$ cat src/rtl/imem_loader_pkg.sv
`default_nettype none
// ============================================================================
// Module   : imem_loader_pkg
// Purpose  : Shared loader state encoding and instruction-memory geometry.
// Contents : state_t    - loader FSM states
//            IMEM_DEPTH - instruction memory depth in words
//            IMEM_AW    - instruction memory word-address width
// Revision : 1.0 - initial release
// ============================================================================
package imem_loader_pkg;

  localparam int IMEM_DEPTH = 64;
  localparam int IMEM_AW    = 6;

  typedef enum logic [2:0] {
    HDR_HI = 3'd0,
    HDR_LO = 3'd1,
    WORD   = 3'd2,
    CHK    = 3'd3,
    RUN    = 3'd4,
    ERR    = 3'd5
  } state_t;

endpackage
`default_nettype wire

$ cat src/rtl/imem_loader_byte_packer.sv
`default_nettype none
// ============================================================================
// Module   : byte_packer
// Purpose  : Packs four MSB-first bytes into a 32-bit word.
// Ports    : clk, rst         - clock, async active-high reset
//            clear            - synchronous clear of byte index and shifter
//            in_byte/in_valid - accepted stream byte
//            word_valid       - high in the cycle the 4th byte is presented
//            word             - assembled word (valid with word_valid)
// Revision : 1.0 - initial release
// ============================================================================
module byte_packer (
  input  logic        clk,
  input  logic        rst,
  input  logic        clear,
  input  logic [7:0]  in_byte,
  input  logic        in_valid,
  output logic        word_valid,
  output logic [31:0] word
);

  logic [23:0] shift;
  logic [1:0]  idx;

  // The 4th byte is combined with the three held bytes combinationally so
  // the consumer can register the finished word on the accepting edge.
  assign word_valid = in_valid && (idx == 2'd3);
  assign word       = {shift, in_byte};

  always_ff @(posedge clk or posedge rst) begin
    if (rst) begin
      shift <= '0;
      idx   <= '0;
    end else if (clear) begin
      shift <= '0;
      idx   <= '0;
    end else if (in_valid) begin
      shift <= {shift[15:0], in_byte};
      idx   <= idx + 2'd1;   // wraps to 0 after the 4th byte
    end
  end

endmodule
`default_nettype wire

$ cat src/rtl/imem_loader.sv
`default_nettype none
// ============================================================================
// Module   : imem_loader
// Purpose  : Byte-stream program loader. Writes a counted, XOR-checksummed
//            image into instruction memory and holds the core in reset until
//            the whole image has been written and verified.
// Ports    : clk, rst               - clock, async active-high reset
//            in_data/in_valid       - stream byte input
//            in_ready               - byte accepted when in_valid & in_ready
//            reload                 - pulse: abort and restart loading
//            imem_we/addr/data      - instruction memory write port
//            core_rst               - core reset (1 = held)
//            done / err             - load verified / load failed
//            words_loaded           - words written in the current load
// Revision : 1.0 - initial release
// ============================================================================
module imem_loader
  import imem_loader_pkg::*;
#(
  parameter int DEPTH = IMEM_DEPTH
) (
  input  logic               clk,
  input  logic               rst,
  input  logic [7:0]         in_data,
  input  logic               in_valid,
  output logic               in_ready,
  input  logic               reload,
  output logic               imem_we,
  output logic [IMEM_AW-1:0] imem_addr,
  output logic [31:0]        imem_data,
  output logic               core_rst,
  output logic               done,
  output logic               err,
  output logic [6:0]         words_loaded
);

  state_t      state, next_state;
  logic [7:0]  cnt_hi;
  logic [6:0]  count;
  logic [7:0]  xor_acc;

  logic        accept;
  logic [15:0] hdr_count;
  logic        oversize;
  logic        chk_ok;
  logic        last_word;
  logic        word_valid;
  logic [31:0] word;

  assign in_ready  = !reload && (state == HDR_HI || state == HDR_LO ||
                                 state == WORD   || state == CHK);
  assign accept    = in_valid && in_ready;
  assign hdr_count = {cnt_hi, in_data};
  assign oversize  = hdr_count > 16'(DEPTH);
  assign chk_ok    = (in_data == xor_acc);
  assign last_word = (words_loaded + 7'd1) == count;

  byte_packer u_packer (
    .clk        (clk),
    .rst        (rst),
    .clear      (reload),
    .in_byte    (in_data),
    .in_valid   (accept && state == WORD),
    .word_valid (word_valid),
    .word       (word)
  );

  // --------------------------------------------------------------------------
  // FSM
  // --------------------------------------------------------------------------
  always_ff @(posedge clk or posedge rst) begin
    if (rst) state <= HDR_HI;
    else     state <= next_state;
  end

  always_comb begin
    next_state = state;
    if (reload) begin
      next_state = HDR_HI;
    end else begin
      case (state)
        HDR_HI: if (accept) next_state = HDR_LO;
        HDR_LO: if (accept) begin
          if (hdr_count == 16'd0) next_state = CHK;
          else if (oversize)      next_state = ERR;
          else                    next_state = WORD;
        end
        WORD:   if (word_valid && last_word) next_state = CHK;
        CHK:    if (accept) next_state = chk_ok ? RUN : ERR;
        default: next_state = state;   // RUN and ERR hold until reload
      endcase
    end
  end

  // --------------------------------------------------------------------------
  // Datapath and registered outputs
  // --------------------------------------------------------------------------
  always_ff @(posedge clk or posedge rst) begin
    if (rst) begin
      cnt_hi       <= '0;
      count        <= '0;
      xor_acc      <= '0;
      words_loaded <= '0;
      imem_we      <= 1'b0;
      imem_addr    <= '0;
      imem_data    <= '0;
      core_rst     <= 1'b1;
      done         <= 1'b0;
      err          <= 1'b0;
    end else begin
      imem_we <= 1'b0;
      if (reload) begin
        words_loaded <= '0;
        xor_acc      <= '0;
        done         <= 1'b0;
        err          <= 1'b0;
        core_rst     <= 1'b1;
      end else begin
        // The checksum byte itself is not folded into the running XOR.
        if (accept && state != CHK) xor_acc <= xor_acc ^ in_data;

        if (accept && state == HDR_HI) cnt_hi <= in_data;

        if (accept && state == HDR_LO) begin
          count <= oversize ? 7'd0 : hdr_count[6:0];
          if (oversize) err <= 1'b1;
        end

        if (word_valid) begin
          imem_we   <= 1'b1;
          imem_addr <= words_loaded[IMEM_AW-1:0];
          imem_data <= word;
          if (words_loaded < count) words_loaded <= words_loaded + 7'd1;
        end

        if (accept && state == CHK) begin
          if (chk_ok) begin
            done     <= 1'b1;
            core_rst <= 1'b0;
          end else begin
            err      <= 1'b1;
          end
        end
      end
    end
  end

endmodule
`default_nettype wire

$ cat config.mk
export PLATFORM = sky130hd
export DESIGN_NAME = imem_loader
export DESIGN_NICKNAME = d
export VERILOG_FILES = /design/src/rtl/imem_loader_pkg.sv /design/src/rtl/imem_loader_byte_packer.sv /design/src/rtl/imem_loader.sv
export SDC_FILE = /design/constraint.sdc
export NUM_CORES = 1
export LEC_CHECK = 0
export ABC_CLOCK_PERIOD_IN_PS = 8800
export CAP_MARGIN = 20
export CORE_ASPECT_RATIO = 1.75
export CORE_UTILIZATION = 40
export CTS_CLUSTER_SIZE = 25
export DETAILED_ROUTE_END_ITERATION = 12
export GPL_TIMING_DRIVEN = 0
export PLACE_DENSITY = 0.58
export SYNTH_ARGS = -nofsm -noshare
export SYNTH_HDL_FRONTEND = slang
export SYNTH_SLANG_ARGS = --single-unit
$ cat constraint.sdc
create_clock -name clk -period 8.8 [get_ports clk]
set_clock_uncertainty 0.05 [all_clocks]
set_input_delay 1.76 -clock clk [delete_from_list [all_inputs] [get_ports clk]]
set_output_delay 1.76 -clock clk [all_outputs]
set_load 0.005 [all_outputs]
Yosys cells after proc, flatten, opt, wreduce, memory -nomap -nowiden. Index checks and enable logic that the tools add are counted.

Register bits after elaboration: 101. Bits of input ports: 12. Output and inout port bits: 50. Logic and storage cells: 90.

$add $sub $neg: 2. $lt $le $gt $ge: 2. Equal/unequal tests: 11. Muxes and demuxes: 32. Bitwise logic cells: 2. Reduce and logical (&&, ||, !) cells: 28.

Operators by type and width (number): 24-bit two-way mux (2); 7-bit two-way mux (4); 3-bit two-way mux (7); 16-bit by 7-bit > comparator with 1-bit output, second input constant (1); 16-bit zero test (1); 8-bit two-way mux (2); 1-bit two-way mux (14); 3-bit one-hot mux with 4 select lines (1); 2-bit nonzero test (6); 2-bit AND reduction (5); 1-bit logical AND (9); 3-bit != test, second input constant (3); 8-bit equality test (1); 8-bit XOR (1); 7-bit by 1-bit adder with 7-bit output, second input constant (1); 7-bit equality test (1); 7-bit less-than comparator (1); 3-bit by 2-bit equality test with 1-bit output, second input constant (2); 3-bit by 2-bit != test with 1-bit output, second input constant (2); 5-bit AND reduction (1); 5-bit nonzero test (1); 2-bit two-way mux (2); 3-bit by 1-bit equality test with 1-bit output, second input constant (1); 3-bit zero test (1); 5 further kinds (7).

Logic depth before layout (Yosys ltp).
Depth after elaboration: 12. Mapped depth: 8. Gate-level depth less buffers: 7.

By module. Synthesis repeated with hierarchy kept, for this count alone.

Cells, all modules: 391. Area, all modules: 4729.5 µm².

By module, submodules not included: imem_loader (times used 1, cells each 296, area an instance 3570.9 µm², sequential area each 1878.1 µm²); byte_packer (times used 1, cells each 95, area an instance 1158.6 µm², sequential area each 650.6 µm²).

Least setup slack after synthesis. OpenSTA, ideal clock, no wires.

Path type: input to output. From: input port reload. To: output port in_ready. Arrival: 2396 ps. Data required time: 6990 ps. Slack: 4594 ps. Stages on the path: 3. Path through: clkbuf_1 buf_1 nor2_1.

Word-level cells in the longest chain between the ends: 2.

RTL lines: start: declaration (RTL line imem_loader.sv:27) `input logic reload,`; 1-bit zero test (RTL line imem_loader.sv:50) `assign in_ready = !reload && (state == HDR_HI || state == HDR_LO ||`; 1-bit logical AND (RTL line imem_loader.sv:50); end: declaration (RTL line imem_loader.sv:26) `output logic in_ready,`.

No other way between the ends.

Worst setup path in the final report. Ends and elaborated chain as after synthesis.

==> results.yml <==
outcome:
  outcome: "complete, no violations"
drt:
  detail_route.first_pass.iterations: 4
  detail_route.wl_per_cell_um: 15.38
  postRouteAntennaNets: 0
  vias: 3632
  post_drt_via_cell_ratio: 5.137
  drc_errors: 0
  drt_first_iter_violations: 189
  wirelength_um: 10880
clock_tree:
  cts_tree: "done"
  cts_buffer_depth: 2
  cts.reportedPaths.clkPinSlew_ps: 60
  worstSkewPairLatency_ps: 360
  clock_tree.htree_level_count: 3
  cts_hold_repair.buffers: 0
  clock_tree.root_cell: "clkbuf_16"
  cts_resized: 0
  post_cts_setup_driven_buffer_insertion_count: 0
  clock_sink_count: 101
  numCtsBuffers: 9
synth:
  syn-num-nets: 526
  postSynthCellCount: 505
  ys_top_cells_by_area: "dfrtp_1, nand2_1, nand3_1, xor2_1, a21oi_1"
  seq_area_frac_synth_pct: 54.78
  yosys.area.top_type_share_pct: 54.22
  synth_top_family_by_area: "simple AND/OR/NAND/NOR gates"
  ys.warnings.count: 0
  netlist.top_cell.by_area: "dfrtp_1"
  synthAdderAreaFrac_pct: 2.440
  synth_compound_area_share_pct: 8.810
  synth.top_cells.by_count: "nand2_1, dfrtp_1, nand3_1, clkbuf_1, a21oi_1"
  synth.lib_cells_used.distinct: 48
  syn_avg_cell_area_sq_um: 9.140
  number_of_enable_type_register_cells_in_the_synthesized_netlist: 0
  ys_ff_latch: 101
  synthXorXnorAreaFrac_pct: 4.175
  async_reset_ff_share_pct: 100.0
  post_synth_mux_area_share_pct: 2.413
  ys.flop_type: "dfrtp_1"
  synth_simple_gate_area_share_pct: 23.10
  synthesis.area_sq_um: 4616
  synth.most_common_cell: "nand2_1"
power_and_ir_drop:
  switching_share_pct: 24.95
  combPwrFrac_pct: 8.0
  power.share.sequential_pct: 51.5
  power.share.clock_pct: 40.5
  p_int_mw: 0.7102
  cellPowerDensity_nw_per_um2: 168.2
  post-layout-total-power_mw: 0.9463
  switching_power_mw: 0.2361
  vdd_ir_drop_max_v: 0.0001033
  cellLeakagePower_nw: 2.632
placed_design:
  dpl_cell_area_sq_um: 5341
  port_buffers: 53
  place.detailed.hpwl_um: 7961
  dp_worst_setup_slack_ps: 3282
  routabilityCongestion: 0.8108
  place_inst: 691
floorplan:
  fp.dieArea_sq_um: 11990
  core_sq_um: 11170
  io-pin-count: 62
  die_width_um: 83.20
  floorplan.initialDensity_pct: 41.33
  die_h_um: 144.1
  std_cell_rows: 51
timing:
  max_slew_margin_pct: 50.90
  finalSetupTns_ps: 0
  hold_viol: 0
  rsz0062_at_grt: "no"
  timing.final.max_slew_violations: 0
  finalSetupViolCount: 0
  final_period_minus_worst_setup_slack_ps: 5487
  min_period_over_period_pct: 62.35
  max_freq_mhz: 182.2
  fin_worst_hold_slack_ps: 420.1
  worst_max_slew_pin_slew_ps: 730.0
  fin_ws_ps: 3313
worst_setup_path:
  regToRegStartpoint: "state[2]"
  r2r_end: "imem_data[1]"
  critPathRequiredTime_ps: 6990
  startpoint_type: "input port"
  critical_path.endpoint_type: "output port"
  worst-endpoint-arrival_ps: 3680
  r2r_cells: 7
  timing_worst_setup_path_type: "in -> out"
  critPathMaxFanout: 10
  reg2reg_slack_ps: 6400
min_path:
  hp-class: "reg -> reg"
  worst_hold_path.endpoint: "imem_data[30]"
  hp-start: "imem_data[30]"
  hold_path_depth: 2
cells_and_area:
  finish.net_count: 591
  register_area_sq_um: 2529
  num_antenna_cells: 0
  final_cells: 707
  area_overhead_vs_synth_pct: 21.90
  area_of_the_multi_input_gates_sq_um: 1889
  finalCoreUtilization_pct: 50.39
  post_route_cells_drive_above_1_share_pct: 5.913
  final.fill_count: 1072
  layout.cell_area.non_filler_sq_um: 5627
job:
  max-cap-violations: 0
grt:
  grt_first_pass_wirelength_um: 18630
  grt_antenna_before_repair: 0
  grt_pass1_vias: 3741
  grt_overflow: 0
  global_routing_usage_summed_across_all_routing_layers_pct: 19.87
  grt_max_degree: 68
[power by group through the flow]
| stage | logic, mW | clock network (mW) | registers [mW] |
|---|---|---|---|
| after floorplan | 0.0546 | 0 | 0.495 |
| after global placement | 0.0730 | 0 | 0.496 |
| after detailed placement | 0.0765 | 0 | 0.497 |
| after CTS | 0.0770 | 0.390 | 0.487 |
| after global routing | 0.0846 | 0.408 | 0.490 |
| final | 0.0759 | 0.383 | 0.487 |
[cells by family (layout without fill, tap and decap cells)]
family / Yosys count / count (layout)
AOI/OAI and AO/OA: 65 / 65
xor gates and xnor gates: 22 / 22
adders and majority gates: 9 / 9
buffers and inverters: 52 / 122
DFF: 101 / 101
muxes: 10 / 10
and+or+nand+nor: 246 / 246
[per-layer routing]
layer | track usage [%] | wire [um]
met1 | 22.89 | 4525
met2 | 34.81 | 5591
met3 | 3.082 | 306
met4 | 11.89 | 453
met5 | 0 | 0
[worst max path at each step]
stage           start            to  slack, ps  cells after the start
6_report       reload      in_ready       3310                      5
5_1_grt        reload      in_ready       3150                      5
4_1_cts        reload      in_ready       3270                      5
3_5_place_dp   reload      in_ready       3280                      5
3_3_place_gp      rst  imem_data[3]       2830                      2
2_1_floorplan     rst     cnt_hi[0]       4340                      1
[area by class of cell]
| class | count | area share (%) |
|---|---|---|
| well taps | 132 | 2.935 |
| clock buffers | 11 | 4.314 |
| multi-input cells | 352 | 33.58 |
| flip-flops and latches | 101 | 44.94 |
| plain buffers | 36 | 2.446 |
| inverters | 16 | 1.112 |
| repair buffers | 54 | 9.918 |
| clock inverters | 5 | 0.7561 |
[cells in the final DEF (no fill, tap or decap), types with 2 or more instances in the layout]
master           count
dfrtp_1            100
o2111ai_1            2
a21boi_0             2
clkbuf_1            31
nor3_1               4
xor2_1              18
or4_1                3
and2_1               3
o22ai_1              7
inv_6                2
mux2_2               9
buf_1                4
nor2_1              15
nor4_1               3
nand3_1             33
clkdlybuf4s50_1     53
o21ai_0              6
inv_1               14
a21o_1               5
xnor2_1              4
o31ai_1              4
nand2_1            168
ha_1                 9
clkinv_4             2
clkbuf_16            9
o211ai_1             3
a21oi_1             27
nor2b_1              5
nand4_1              3
[sequential cells by signal, indices dropped and copies added (netlist names), 2 cells and up]
name,flops
imem_data,32
imem_addr,6
cnt_hi,8
count,7
state,3
words_loaded,7
u_packer.idx,2
u_packer.shift,24
xor_acc,8
[critical path: stages]
cell             delay, ps
clkdlybuf4s50_1        550
clkbuf_1               390
buf_1                  410
nor2_1                 100
clkdlybuf4s50_1        470
Power figures use the tool's default switching activity.
